**config.mk**
```make
export PLATFORM = sky130hd
export DESIGN_NAME = tone_seq_ctrl
export DESIGN_NICKNAME = d
export VERILOG_FILES = /design/src/rtl/tone_seq_ctrl.sv
export SDC_FILE = /design/constraint.sdc
export NUM_CORES = 1
export LEC_CHECK = 0
export CAP_MARGIN = 10
export CORE_MARGIN = 2
export CORE_UTILIZATION = 35
export CTS_CLUSTER_SIZE = 25
export DETAILED_ROUTE_END_ITERATION = 7
export GPL_TIMING_DRIVEN = 0
export MAX_ROUTING_LAYER = met4
export PLACE_DENSITY = 0.56
export SETUP_SLACK_MARGIN = 0.1
export SLEW_MARGIN = 30
export SYNTH_ARGS = -nofsm -noshare
export SYNTH_HDL_FRONTEND = slang
export SYNTH_SLANG_ARGS = --single-unit
```
**constraint.sdc**
```tcl
create_clock -name clk_i -period 4.15 [get_ports clk_i]
set_clock_uncertainty 0.1 [all_clocks]
set_input_delay 0.83 -clock clk_i [delete_from_list [all_inputs] [get_ports clk_i]]
set_output_delay 0.83 -clock clk_i [all_outputs]
set_load 0.02 [all_outputs]
```
**src/rtl/tone_seq_ctrl.sv**
```systemverilog
// tone_seq_ctrl: steps a programmable tone table and drives a sine LUT from a phase accumulator,
// registering the LUT data as the output sample once per sample tick.
module tone_seq_ctrl #(
    parameter int ADDR_WD  = 8,
    parameter int GEN_WD   = 16,
    parameter int PHASE_WD = 24,
    parameter int DUR_WD   = 16,
    parameter int N_TONES  = 4,
    parameter int TICK_DIV = 1042
) (
    input  logic                       clk_i,
    input  logic                       rst_ni,
    input  logic                       cfg_we_i,
    input  logic [$clog2(N_TONES)-1:0] cfg_idx_i,
    input  logic [PHASE_WD-1:0]        cfg_inc_i,
    input  logic [DUR_WD-1:0]          cfg_dur_i,
    input  logic                       start_i,
    input  logic                       stop_i,
    input  logic                       loop_i,
    output logic [ADDR_WD-1:0]         lut_addr_o,
    input  logic [GEN_WD-1:0]          lut_data_i,
    output logic [GEN_WD-1:0]          wave_o,
    output logic                       wave_vld_o,
    output logic [$clog2(N_TONES)-1:0] tone_idx_o,
    output logic                       busy_o,
    output logic                       done_o
);
    localparam int IW = $clog2(N_TONES);
    localparam int CW = $clog2(TICK_DIV);
    typedef enum logic [1:0] {IDLE, LOAD, PLAY, DONE} state_t;
    state_t              r_state;
    logic [CW-1:0]       r_cnt;
    logic [PHASE_WD-1:0] r_inc [N_TONES];
    logic [DUR_WD-1:0]   r_dur [N_TONES];
    logic [PHASE_WD-1:0] r_phase;
    logic [DUR_WD-1:0]   r_rem;
    logic [IW-1:0]       r_idx;
    logic                r_played;
    logic                r_v1;
    logic                w_tick;
    logic                w_adv;
    logic                w_end;
    logic                w_rewind;
    assign w_tick     = r_cnt == CW'(TICK_DIV - 1);
    assign w_end      = r_idx == IW'(N_TONES - 1);
    // a tone finishing in this very cycle counts as played for the loop decision
    assign w_rewind   = loop_i && (r_played || r_state == PLAY);
    assign w_adv      = (r_state == LOAD && r_dur[r_idx] == '0) ||
                        (r_state == PLAY && w_tick && r_rem == DUR_WD'(1));
    assign tone_idx_o = r_idx;
    always_ff @(posedge clk_i or negedge rst_ni) begin
        if (!rst_ni) begin
            r_state    <= IDLE;
            r_cnt      <= '0;
            r_phase    <= '0;
            r_rem      <= '0;
            r_idx      <= '0;
            r_played   <= 1'b0;
            r_v1       <= 1'b0;
            lut_addr_o <= '0;
            wave_o     <= '0;
            wave_vld_o <= 1'b0;
            busy_o     <= 1'b0;
            done_o     <= 1'b0;
            for (int i = 0; i < N_TONES; i++) begin
                r_inc[i] <= '0;
                r_dur[i] <= '0;
            end
        end else begin
            r_cnt      <= w_tick ? '0 : r_cnt + 1'b1;
            wave_vld_o <= r_v1;
            r_v1       <= 1'b0;
            done_o     <= 1'b0;
            if (r_v1) wave_o <= lut_data_i;
            if (r_state == IDLE) begin
                if (cfg_we_i) begin
                    r_inc[cfg_idx_i] <= cfg_inc_i;
                    r_dur[cfg_idx_i] <= cfg_dur_i;
                end
                if (start_i && !stop_i) begin
                    r_state  <= LOAD;
                    busy_o   <= 1'b1;
                    r_idx    <= '0;
                    r_phase  <= '0;
                    r_played <= 1'b0;
                end
            end else if (stop_i) begin
                r_state    <= IDLE;
                busy_o     <= 1'b0;
                r_idx      <= '0;
                r_v1       <= 1'b0;
                wave_o     <= '0;
                wave_vld_o <= 1'b0;
                lut_addr_o <= '0;
            end else begin
                if (r_state == LOAD && r_dur[r_idx] != '0) begin
                    r_rem   <= r_dur[r_idx];
                    r_state <= PLAY;
                end
                if (r_state == PLAY && w_tick) begin
                    lut_addr_o <= r_phase[PHASE_WD-1 -: ADDR_WD];
                    r_phase    <= r_phase + r_inc[r_idx];
                    r_rem      <= r_rem - 1'b1;
                    r_played   <= 1'b1;
                    r_v1       <= 1'b1;
                end
                if (r_state == DONE) begin
                    r_state <= IDLE;
                    busy_o  <= 1'b0;
                    r_idx   <= '0;
                end
                if (w_adv) begin
                    if (!w_end) begin
                        r_idx   <= r_idx + 1'b1;
                        r_state <= LOAD;
                    end else if (w_rewind) begin
                        r_idx    <= '0;
                        r_played <= 1'b0;
                        r_state  <= LOAD;
                    end else begin
                        r_state <= DONE;
                        done_o  <= 1'b1;
                    end
                end
            end
        end
    end
endmodule

```
Yosys cells after proc, flatten, opt, wreduce, memory -nomap -nowiden:

Index checks and enable logic that the tools add are counted.

* register bits: 244
* bits in latches: 0
* RAM bits: 0
* bits in read-only memories: 0
* input port bits: 64
* logic and storage cells: 124
* memories kept: 0

* $add $sub $neg: 4
* $mul: 0
* divide/modulo/power cells: 0
* $lt $le $gt $ge: 3
* equality and inequality tests: 8
* shift-type cells: 0
* muxes and demuxes: 60
* bitwise gates (word level): 4
* reduce and logical (&&, ||, !) cells: 25

Operators with widths (number)
* 2-to-1 mux 24 bit: 7
* 2-to-1 mux 16 bit: 8
* bitwise mux 96 bit: 1
* bitwise mux 64 bit: 1
* binary-select mux 24 bit (select 2 bit): 1
* demux 24 bit (select 2 bit): 1
* binary-select mux 16 bit (select 2 bit): 1
* demux 16 bit (select 2 bit): 1
* 2-to-1 mux 2 bit: 15
* adder 24 bit: 1
* 2-to-1 mux 1 bit: 21
* == test 16 x 1 -> 1 bit, second input constant: 1
* zero test 16 bit: 1
* 2-to-1 mux 8 bit: 2
* nonzero test 16 bit: 1
* subtractor 16 x 1 -> 16 bit, second input constant: 1
* adder 11 x 1 -> 11 bit, second input constant: 1
* == test 11 bit, second input constant: 1
* 2-to-1 mux 11 bit: 1
* AND reduction 2 bit: 5
* logical AND 1 bit: 7
* == test 2 bit, second input constant: 3
* >= comparator 3 bit, second input constant: 2
* inverter 2 -> 3 bit: 2
* other kinds (12): 18

Logic depth before layout (Yosys ltp):

Gate-level depths: netlist of the first run.

* depth in word-level cells: 11
* gate-level depth with buffers: 13

Worst setup path after synthesis of the first run:

Ideal clock, no wire load.

* kind: reg2reg
* from: reg r_idx[0] (netlist: tone_idx_o[0])
* to: reg r_phase[21]
* setup time: 64 ps
* data arrival time: 3884 ps
* data required time: 3986 ps
* path slack: 102 ps
* cell stages (with the launch flop): 13
* path buffers: 3
* period minus slack after synthesis: 4048 ps
* cells stage by stage: dfrtp_1 buf_2 buf_2 buf_1 mux4_2 ha_1 and3_1 and3_1 nand3_1 o221ai_1 a31oi_1 nor4b_1 a211o_1

* word-level cells in the longest chain between the ends: 8

RTL lines
* start: declaration: RTL line 37 `logic [IW-1:0] r_idx;`
* start signal: assignment: RTL line 114 `r_idx <= r_idx + 1'b1;`
* inverter 2 -> 3 bit (not written as such): RTL line 102 `r_phase <= r_phase + r_inc[r_idx];`
* binary-select mux 24 bit (select 2 bit): RTL line 102
* 2-to-1 mux 24 bit (not written as such) (2 in a row): RTL line 102
* adder 24 bit: RTL line 102
* 2-to-1 mux 24 bit: RTL line 100 `if (r_state == PLAY && w_tick) begin`
* 2-to-1 mux 24 bit: RTL line 87 `end else if (stop_i) begin`
* 2-to-1 mux 24 bit: RTL line 75 `if (r_state == IDLE) begin`
* end signal: assignment: RTL line 102
* end: declaration: RTL line 35 `logic [PHASE_WD-1:0] r_phase;`

No other way between the ends. The select of a mux whose other input is x is not followed.
A chain may end at the register's enable or synchronous reset.

Worst setup path in the final report of the first run:

* from: reg r_idx[0] (netlist: tone_idx_o[0])
* to: reg r_phase[20]

Same word-level chain as after synthesis.

==> results of run 1 <==
[critical path, cell delays in order, from the launching register on]
cell and delay [ns]:
dfrtp_1 0.39, buf_4 0.23, buf_6 0.22, mux4_2 0.54, ha_1 0.24, fa_1 0.44
a211oi_1 0.37, o21ai_1 0.18, nand3_1 0.17, a21oi_1 0.15, a311oi_1 0.38, xor2_1 0.17
o21ai_0 0.08
[layout by cell type, fill, tap and decap left out, types with 15 or more instances in the layout]
master           Yosys  layout
clkbuf_16            0      29
mux2_1              20      20
mux2_2             142     142
dfrtp_1            244     243
ha_1                28      28
a21oi_1             29      29
clkdlybuf4s50_1      0      91
clkbuf_1            33      35
nand3_1             16      16
mux4_2              40      40
nor3_1              17      17
o21ai_0             40      40
o21ai_1             15      15
mux2i_1             26      26
nand2_1             55      55
nor2_1              66      66
[final cells by class]
| cell class | instances | area [um^2] |
|---|---|---|
| Clock inverter | 12 | 141 |
| Antenna cell | 1 | 2.50 |
| Sequential cell | 244 | 6110 |
| Inverter | 13 | 48.8 |
| Multi-Input combinational cell | 644 | 5560 |
| Fill cell | 3137 | 19000 |
| Timing Repair Buffer | 94 | 981 |
| Tap cell | 448 | 561 |
| Buffer | 49 | 225 |
| Clock buffer | 38 | 800 |
[sequential cells by signal, summed over array words and instances, names as in the netlist, 2 cells and up]
| name | flops |
|---|---|
| r_inc | 96 |
| lut_addr_o | 8 |
| r_rem | 16 |
| tone_idx_o | 2 |
| wave_o | 16 |
| r_phase | 24 |
| r_cnt | 11 |
| r_dur | 64 |
| r_state | 2 |
[stage by stage]
step / hold WS [ns] / power, mW
after floorplan: 0.350 / 4.15
after global placement: 0.368 / 4.59
after detailed placement: 0.373 / 4.65
after CTS: 0.199 / 7.18
after global routing: 0.219 / 7.50
final: 0.186 / 7.10
[logic make-up (layout without fill, tap and decap cells)]
| family | after synthesis | after routing | synth area share |
|---|---|---|---|
| fa+ha+maj | 29 | 29 | 0.0312 |
| buf+inv | 62 | 206 | 0.0211 |
| xor+xnor | 21 | 21 | 0.0155 |
| other cells | 0 | 1 | 0 |
| compound gates | 158 | 158 | 0.0843 |
| simple gates | 208 | 208 | 0.0833 |
| mux | 228 | 228 | 0.251 |
| flops | 244 | 244 | 0.514 |
[per-layer routing]
metal,part of all wire,vias to the layer above,track usage
li1,-,3774,-
met1,0.48,4039,0.224
met2,0.44,158,0.243
met3,0.053,41,0.0302
met4,0.019,0,0.0361
met5,0,-,-
[power by group]
part | leakage (nW) | internal [mW] | switching (mW)
clock network | 0.466 | 1.53 | 0.977
logic | 2.51 | 0.771 | 0.640
registers | 3.01 | 2.89 | 0.291
total | 5.99 | 5.19 | 1.91
[repair_timing]
item	in CTS	in global routing
setup endpoints to repair	15	8
resized for setup	12	12
hold endpoints to repair	0	0
[worst paths after layout]
kind                                from             to  slack, ns  depth (start not counted)
setup / recovery           tone_idx_o[0]    r_phase[20]       0.32                         12
hold / removal                    rst_ni      r_inc[57]       0.19                          1
setup reg to reg           tone_idx_o[0]    r_phase[20]       0.32                         12
hold reg to reg                r_inc[61]      r_inc[61]       0.39                          1
max in group asynchronous         rst_ni  tone_idx_o[1]       2.91                          2
min in group clk_i             r_inc[61]      r_inc[61]       0.39                          1
==> impl_metrics.ini, run 1 <==
[setup_path]
path_max_fanout = 10
critPathLaunchType = flop
crit_arrival_ns = 4.13
critical_path_required_ns = 4.45
crit_type = reg -> reg
cp-end-kind = flop

[floorplan]
core_um2 = 33400
die-width_um = 188
die_y_um = 188
die_area_um2 = 35500
ioPinCount = 93
initial_core_util = 0.355
rows = 67

[worst_hold_path]
hold_path_class = in -> async

[sta]
relSlewSlack = 0.405
tightest_slew_ns = 0.893
slew_violations = 0
fin_ws_ns = 0.320
period_needed_ns = 3.83
period_share = 0.923
finalSetupViolations = 0
fmax_ghz = 0.261
fin_tns_setup_ns = 0
finalHoldViolations = 0
rsz0062_at_grt = false

[detailed_routing]
vias_per_cell = 5.19
first_iter_violations = 411
vias = 8012
dr.pass1.iters = 5
wire_per_inst_um = 17.6
drt-total-wl_um = 27100
ant_nets = 0
drc_errors = 0

[layout]
nNetsFinal = 1167
final_core_util = 0.431
postLayoutCellArea_um2 = 14400
final_cells = 1543
drive_gt1_frac = 0.225
area_delta_synth_final_pct = 21.3

[grt]
antenna_found_initial = 1
overflow = 0
grt_pass1_vias = 8284
grt_pass1_wl_um = 45100
grt_max_degree = 85
grt_use_total = 0.160

[job]
cap_viol_max_count = 0

[clock_tree]
tritoncts = yes
clock_latency_ns = 0.54
h-tree-depth = 1
clock-sinks = 244
hold_buffers = 0
cts_made_buffers = 28
cts-root-buf = clkbuf_16
cts_buffer_depth = 3
post_cts_buffers = 0
clk_pin_slew_worst_paths_ns = 0.06

[pwr]
peakVddDrop_mv = 0.303
power.leakage_nw = 5.99
powerDensity_nw_per_um2 = 492

[place]
pre_cts_slack_ns = -0.762
place_area_um2 = 13400
hpwl_um = 18900
place_congestion = 0.807
placedCellCount = 1492
portBuffers = 92

[logic_synthesis]
synth_edf_count = 0
ys_warn_count = 0
syn_inst = 950
ys_seq_elements = 244
synthArstFlopShare = 1.00
yosys-top-cells-count = dfrtp_1, mux2_2, nor2_1
syn_nets = 1043
ys_seq_area_frac = 0.514
yosys.cell_count.top_type = dfrtp_1
ys_types = 61
synth_flop_cell = dfrtp_1
synth_area_leaders = dfrtp_1, mux2_2, mux4_2
yosys.area.top_type_share = 0.514
yosys.area.top_type = dfrtp_1
synth_area_per_cell_um2 = 12.5
synth_area_um2 = 11900

[status]
run_status = completed
(Power assumes the default switching activity.)
==> inputs of run 2 (changes only) <==
--- a/config.mk
+++ b/config.mk
@@ -14,7 +14,7 @@
 export MAX_ROUTING_LAYER = met4
 export PLACE_DENSITY = 0.56
 export SETUP_SLACK_MARGIN = 0.1
-export SLEW_MARGIN = 30
+export SLEW_MARGIN = 10
 export SYNTH_ARGS = -nofsm -noshare
 export SYNTH_HDL_FRONTEND = slang
 export SYNTH_SLANG_ARGS = --single-unit
==> run 2 against run 1 <==
  * Global-route usage hardly changed
  * Sequential cell count did not move
  * First-iteration DRC count shrank 0.97%
  * Critical path depth is the same
  * Power is 3.9% higher
  * Wire length rose by 0.14%
  * Cell area grew 0.91%
  * Clock-buffer cell count increased by 2
  * Utilization increased by 0.39 points
  * Worst setup slack better by 0.0047 ns
  * Critical path type unchanged
  * Largest cell class unchanged
  * Largest power group unchanged
==> impl_metrics.ini, run 2 (same netlist as run 1, synthesis figures left out) <==
[status]
run_status = completed

[layout]
area_delta_synth_final_pct = 22.4
final_cell_mix = dfrtp_1, mux2_2, clkdlybuf4s50_1, nor2_1, nand2_1
final_cells = 1545
layout_commonest_cell = dfrtp_1
top_register = r_inc
fillerInstances = 3100
nNetsFinal = 1167
drive_gt1_frac = 0.229
largest_register_ffs = 96
reg.largest.list = r_inc: 96 flops, r_dur: 64 flops, r_phase: 24 flops

[grt]
grt_pass1_wl_um = 44900
grt_max_degree = 96
overflow = 0
grt_use_total = 0.161
antenna_found_initial = 1
grt_pass1_vias = 8123

[clock_tree]
clock_latency_ns = 0.54
clock-sinks = 244
clk_pin_slew_worst_paths_ns = 0.06
cts_buffer_depth = 3
h-tree-depth = 1
cts-root-buf = clkbuf_16
tritoncts = yes
cts_made_buffers = 28

[floorplan]
core_um2 = 33400
die-width_um = 188
die_y_um = 188
die_area_um2 = 35500
rows = 67
initial_core_util = 0.355
ioPinCount = 93

[sta]
period_share = 0.922
finalSetupViolations = 0
slew_violations = 0
finalHoldViolations = 0
relSlewSlack = 0.420
fmax_ghz = 0.261
fin_tns_setup_ns = 0
period_needed_ns = 3.83
tightest_slew_ns = 0.870
rsz0062_at_grt = false

[place]
place_congestion = 0.807
portBuffers = 92
hpwl_um = 19000
placedCellCount = 1492

[job]
cap_viol_max_count = 0

[detailed_routing]
vias_per_cell = 5.17
drc_errors = 0
ant_nets = 0
first_iter_violations = 407
vias = 7981
dr.pass1.iters = 5
wire_per_inst_um = 17.6
drt-total-wl_um = 27100

[setup_path]
path_max_fanout = 10
cp-end-kind = flop
rr_startpoint = tone_idx_o[0]
critical_path_required_ns = 4.45
r2r_setup_slack_ns = 0.32
crit_type = reg -> reg
critPathLaunchType = flop
crit_arrival_ns = 4.12
r2r_cells = 12
rr_endpoint = r_phase[10]

[worst_hold_path]
hold_path_class = in -> async

[pwr]
power.leakage_nw = 6.04
power_mw = 7.37
p_switching_mw = 1.92
p_seq_frac = 0.431
peakVddDrop_mv = 0.294
powerDensity_nw_per_um2 = 507
p_int_mw = 5.45
switching_share = 0.261
clock_power_share = 0.377
combPwrFrac = 0.191
-- run 2: cell count changes in the layout (fill, tap and decap cells not counted), moves of 2 or more --
cell and change:
bufinv_16 +3, clkbuf_1 -2, clkinvlp_4 +3, clkinv_2 -5, clkbuf_8 +4
-- run 2: power by group through the flow --
stage	clock, mW	sequential (mW)	combinational (mW)
after global routing	2.96	3.25	1.56
after global placement	0	3.21	1.39
after CTS	2.86	3.18	1.43
after detailed placement	0	3.22	1.42
after floorplan	0	3.16	0.986
final	2.78	3.18	1.41
-- run 2: final cells by class --
| cell class | count | area [um^2] | share of cell area |
|---|---|---|---|
| Antenna cell | 1 | 2.50 | 0.000172 |
| Buffer | 49 | 221 | 0.0152 |
| Clock buffer | 40 | 847 | 0.0582 |
| Clock inverter | 12 | 220 | 0.0151 |
| Inverter | 13 | 48.8 | 0.00335 |
| Multi-Input combinational cell | 644 | 5570 | 0.382 |
| Sequential cell | 244 | 6110 | 0.420 |
| Tap cell | 448 | 561 | 0.0385 |
| Timing Repair Buffer | 94 | 981 | 0.0674 |
-- run 2: per-stage QoR --
step	setup WS, ns	hold WS, ns	area [um^2]	util
after floorplan	0.102	0.350	11900	-
after global placement	-8.68	0.368	13400	0.400
final	0.325	0.133	14600	0.435
after detailed placement	-0.760	0.376	13400	0.401
after global routing	0.102	0.149	14600	0.435
after CTS	0.196	0.127	14500	0.434
-- run 2: timing repair --
| item | 4_1_cts | 5_1_grt |
|---|---|---|
| setup endpoints to repair | 15 | 7 |
| gates resized for setup | 13 | 9 |
| setup buffers | 0 | 0 |
| hold buffers | 0 | 0 |
-- run 2: per-layer routing --
layer	wire [um]	track usage	up-vias
met2	12100	0.241	161
met5	0	-	-
met4	497	0.0367	0
met3	1370	0.0291	40
met1	13100	0.227	4006
li1	-	-	3774
-- run 2: worst max path at each step --
stage | depth (start not counted) | endpoint | start | slack, ns
3_3_place_gp | 1 | r_dur[49] | rst_ni | -8.68
5_1_grt | 12 | r_phase[23] | tone_idx_o[0] | 0.10
2_1_floorplan | 12 | r_phase[21] | tone_idx_o[0] | 0.10
4_1_cts | 11 | r_phase[21] | tone_idx_o[0] | 0.20
6_report | 12 | r_phase[10] | tone_idx_o[0] | 0.32
3_5_place_dp | 12 | r_phase[21] | tone_idx_o[0] | -0.76
-- run 2: critical path: stages (launching register included) --
cell      delay [ns]
dfrtp_1         0.39
buf_4           0.23
buf_4           0.26
mux4_2          0.55
ha_1            0.24
fa_1            0.44
a211oi_1        0.34
o21ai_1         0.17
a21o_1          0.19
a21o_1          0.20
a311oi_1        0.31
xor2_1          0.17
o21ai_0         0.09
